File: src/rtl/regfile_wb_arbiter.sv
// regfile_wb_arbiter: round-robin share of the register-file write port plus a per-register busy scoreboard
module regfile_wb_arbiter #(
  parameter int ADDR_WIDTH = 5,
  parameter int DATA_WIDTH = 32
) (
  input  logic                  clk,
  input  logic                  rst,
  input  logic                  wb0_valid,
  output logic                  wb0_ready,
  input  logic [ADDR_WIDTH-1:0] wb0_addr,
  input  logic [DATA_WIDTH-1:0] wb0_data,
  input  logic                  wb1_valid,
  output logic                  wb1_ready,
  input  logic [ADDR_WIDTH-1:0] wb1_addr,
  input  logic [DATA_WIDTH-1:0] wb1_data,
  output logic                  rf_wen,
  output logic [ADDR_WIDTH-1:0] rf_waddr,
  output logic [DATA_WIDTH-1:0] rf_wdata,
  input  logic                  sb_set,
  input  logic [ADDR_WIDTH-1:0] sb_set_addr,
  input  logic [ADDR_WIDTH-1:0] sb_qaddr1,
  input  logic [ADDR_WIDTH-1:0] sb_qaddr2,
  output logic                  sb_busy1,
  output logic                  sb_busy2
);
  logic                     last_grant;
  logic [2**ADDR_WIDTH-1:0] sb;
  logic                     xfer;
  logic [ADDR_WIDTH-1:0]    w_addr;
  logic [DATA_WIDTH-1:0]    w_data;
  always_comb begin
    wb0_ready = wb0_valid && (!wb1_valid || last_grant);
    wb1_ready = wb1_valid && (!wb0_valid || !last_grant);
    xfer      = wb0_ready || wb1_ready;
    w_addr    = wb1_ready ? wb1_addr : wb0_addr;
    w_data    = wb1_ready ? wb1_data : wb0_data;
    sb_busy1  = sb[sb_qaddr1];
    sb_busy2  = sb[sb_qaddr2];
  end
  always_ff @(posedge clk) begin
    if (rst) begin
      rf_wen     <= 1'b0;
      rf_waddr   <= '0;
      rf_wdata   <= '0;
      last_grant <= 1'b1;
      sb         <= '0;
    end else begin
      rf_wen <= xfer && (w_addr != '0);
      if (xfer) begin
        rf_waddr   <= w_addr;
        rf_wdata   <= w_data;
        last_grant <= wb1_ready;
      end
      if (rf_wen) sb[rf_waddr] <= 1'b0;
      // a set issued on the commit edge belongs to a newer producer, so it overrides the clear
      if (sb_set && sb_set_addr != '0) sb[sb_set_addr] <= 1'b1;
    end
  end
endmodule
File: config.mk
export PLATFORM = sky130hd
export DESIGN_NAME = regfile_wb_arbiter
export DESIGN_NICKNAME = d
export VERILOG_FILES = /design/src/rtl/regfile_wb_arbiter.sv
export SDC_FILE = /design/constraint.sdc
export NUM_CORES = 1
export LEC_CHECK = 0
export CORE_ASPECT_RATIO = 1.2
export CORE_MARGIN = 1.5
export CORE_UTILIZATION = 45
export CTS_CLUSTER_DIAMETER = 120
export DETAILED_ROUTE_END_ITERATION = 8
export PLACE_DENSITY_LB_ADDON = 0.12
export SLEW_MARGIN = 30
export SYNTH_ARGS = -nofsm -noshare
export SYNTH_HDL_FRONTEND = slang
export SYNTH_SLANG_ARGS = --single-unit
File: constraint.sdc
create_clock -name clk -period 1.8 [get_ports clk]
set_input_delay 0.36 -clock clk [delete_from_list [all_inputs] [get_ports clk]]
set_output_delay 0.36 -clock clk [all_outputs]
set_load 0.03 [all_outputs]
==> impl_metrics.ini <==
[sta]
min_period_over_period = 1.14
max_slew_margin = 0.687
postLayoutSetupSlackWorst_ns = -0.258
setup_violations = 2
tightest_slew_ns = 0.469
hold_viol_final = 0
max_freq_ghz = 0.486
final.min_clock_period_ns = 2.06
tns_ns = -0.492
finalMaxSlewViolations = 0
rsz0062_at_grt = true
fin_skew_ns = 0.0102

[logic_synthesis]
syn_nets = 563
yosys.cell_types.count = 39
syn_area_mm2 = 0.00411
synth_area_per_cell_um2 = 8.77
syn_inst = 469
synth_seq_cells = 71
seq_area_frac_synth = 0.345
ys_warn_count = 0

[power_and_ir_drop]
leakagePower_nw = 2.40
p_total_mw = 3.95
p_int_mw = 2.72
switching_share = 0.313
irDropWorstVdd_mv = 0.423
pwr-share-seq = 0.432
switching_power_mw = 1.24
combinationalPowerShare = 0.298
p_clk_frac = 0.271
power_density_mw_per_mm2 = 637

[floorplan]
initial_core_util = 0.458
rows = 38
core_area_mm2 = 0.00899
die_w_um = 90.3
ios = 136
die_h_um = 108
die_area_mm2 = 0.00973

[clock_tree]
cts_buffers = 9
cts_hold_buf = 0
cts_tree = yes
clkSlewWorstSetupHoldPaths_ns = 0.07
clock_sink_count = 71
clkLatencyLatePin_ns = 0.36
htree_levels = 3
cts_buffer_depth = 2
cts_root_buf = clkbuf_8

[cells_and_area]
fin_area_mm2 = 0.00621
finalNetCount = 725
area_delta_synth_final_pct = 50.9
instances_no_fill = 754
n_antenna_cell = 0
drive_above_1_share = 0.207

[min_path]
hp-class = primary input to register

[setup_path]
slowest_delay_ns = 0.34
crit_path_cell_trace = buf_6, mux2i_4, a22oi_1, nand3_1, nand2_1, a311o_1, buf_6
endpoint_kind = output port
critical_path_class = register to output port
crit_arrival_ns = 1.70
worst_setup_path_start_kind = register
required_ns = 1.44
slowest_stage = a311o_1
cp_max_fo = 2
crit_top_cell = buf_6

[route]
first_pass_iters = 4
drtIter0Drc = 189
ant_nets = 0
wl_per_cell_um = 17.7
drt-vias-per-instance = 5.74
drc = 0
routed_wl_um = 13300
via_count = 4326

[global_routing]
grt_start_max_net_pins = 39
track_usage = 0.280
grt.overflow.total = 0
antenna_found_initial = 0
grt_pass1_wl_um = 21500
grt_pass1_vias = 4503

[place]
hpwl_um = 9510
dpl_cell_area_mm2 = 0.00581
routabilityCongestion = 0.931
placed_cells = 737
io_buffers = 135

[status]
violations = negative setup slack
status = finished with violations

[run]
drv_cap = 0
==> worst max-delay path: cells and delay by family, from the launching register on <==
family	cells	cell delay (ns)
compound gates	2	0.45
flops	1	0.33
buf+inv	2	0.26
mux	1	0.16
simple gates	2	0.13
==> layout make-up <==
| cell class | instances | area [um^2] |
|---|---|---|
| repair buffers | 186 | 1860 |
| fillers | 723 | 2780 |
| inverters | 3 | 11.3 |
| clock buffers | 12 | 135 |
| clock inverters | 2 | 10.0 |
| flip-flops and latches | 71 | 1440 |
| well taps | 120 | 150 |
| multi-input cells | 360 | 2610 |
==> through the flow <==
stage,utilization,hold slack (ns),worst slack [ns]
3_5_place_dp,0.647,0.477,-0.987
4_1_cts,0.684,0.326,-0.242
6_report,0.691,0.336,-0.258
5_1_grt,0.691,0.356,-0.315
3_3_place_gp,0.647,0.468,-0.932
2_1_floorplan,-,0.465,0.0680
==> logic make-up (layout without fill, tap and decap cells) <==
logic type / count (synthesis) / in the layout / synth area share
DFF: 71 / 71 / 0.345
muxes: 62 / 62 / 0.151
AOI/OAI and AO/OA: 122 / 122 / 0.225
and+or+nand+nor: 176 / 176 / 0.222
buffers and inverters: 38 / 203 / 0.0566
==> routing by layer <==
| metal | part of all wire | up-vias | global-route usage |
|---|---|---|---|
| met5 | 0 | - | 0 |
| met4 | 0.040 | 0 | 0.175 |
| met3 | 0.073 | 37 | 0.0706 |
| met2 | 0.52 | 204 | 0.518 |
| met1 | 0.37 | 2028 | 0.280 |
| li1 | - | 2057 | - |
==> power by group through the flow <==
stage                     clock (mW)  combinational [mW]  sequential [mW]
after floorplan                    0               0.462             1.88
after global placement             0                1.11             1.74
after detailed placement           0                1.13             1.74
after CTS                       1.08                1.17             1.71
after global routing            1.15                1.25             1.72
final                           1.07                1.18             1.71
==> cell usage in the layout (no fill, tap or decap), drive strengths merged, types with 6 or more instances in the layout <==
master,n
clkbuf,12
a2111oi,29
a311oi,7
nand3b,6
mux2i,62
buf,59
dfxtp,71
o21ai,34
clkdlybuf4s50,112
nand3,6
a22oi,8
nand2,65
dlygate4sd2,7
nor3b,34
nor2,43
a21oi,39
dlymetal6s2s,6
==> worst paths after layout <==
kind | from | end | slack [ns] | depth (start not counted)
max | sb[27] | sb_busy2 | -0.26 | 7
max reg2reg | rf_wen | sb[28] | 0.38 | 3
min | wb1_valid | last_grant | 0.34 | 3
min reg2reg | rf_wdata[3] | rf_wdata[3] | 0.49 | 2
==> timing repair <==
action,in CTS,in global routing
buffers inserted,1,0
cloned,2,0
setup endpoints to repair,5,8
resized for setup,66,19
pin swaps,9,2
==> flip-flops by register name (all words and copies together), names as in the netlist <==
| register | cells |
|---|---|
| rf_wen | 1 |
| rf_wdata | 32 |
| last_grant | 1 |
| rf_waddr | 5 |
| sb | 32 |
==> synthesized netlist by cell type <==
master / number / area (um^2)
a21oi_1: 39 / 195
or4_1: 2 / 15.0
a311o_1: 2 / 20.0
nand2b_4: 1 / 13.8
nor2b_1: 2 / 12.5
a2111oi_2: 23 / 345
buf_1: 1 / 3.75
nand4b_1: 2 / 17.5
dfxtp_1: 71 / 1420
and2b_1: 2 / 15.0
buf_2: 6 / 30.0
nand3_1: 6 / 30.0
and2_1: 2 / 12.5
nand2_2: 1 / 6.26
buf_6: 3 / 33.8
nand2b_1: 2 / 12.5
a211oi_1: 3 / 22.5
nand2_1: 63 / 236
inv_1: 1 / 3.75
nor2_1: 43 / 161
nand2_4: 1 / 11.3
nand3b_1: 6 / 45.0
buf_4: 4 / 30.0
a22oi_1: 8 / 60.1
o21ai_0: 34 / 170
buf_12: 2 / 40.0
clkbuf_1: 17 / 63.8
mux2i_1: 62 / 621
or3b_1: 2 / 17.5
or3_1: 1 / 6.26
and3b_1: 3 / 26.3
a2111oi_0: 6 / 52.6
buf_8: 1 / 15.0
a311oi_1: 7 / 61.3
nor3_1: 1 / 5.00
inv_2: 2 / 7.51
nor3b_1: 34 / 255
and3_1: 2 / 12.5
clkbuf_2: 1 / 5.00
Power figures use the tool's default switching activity.
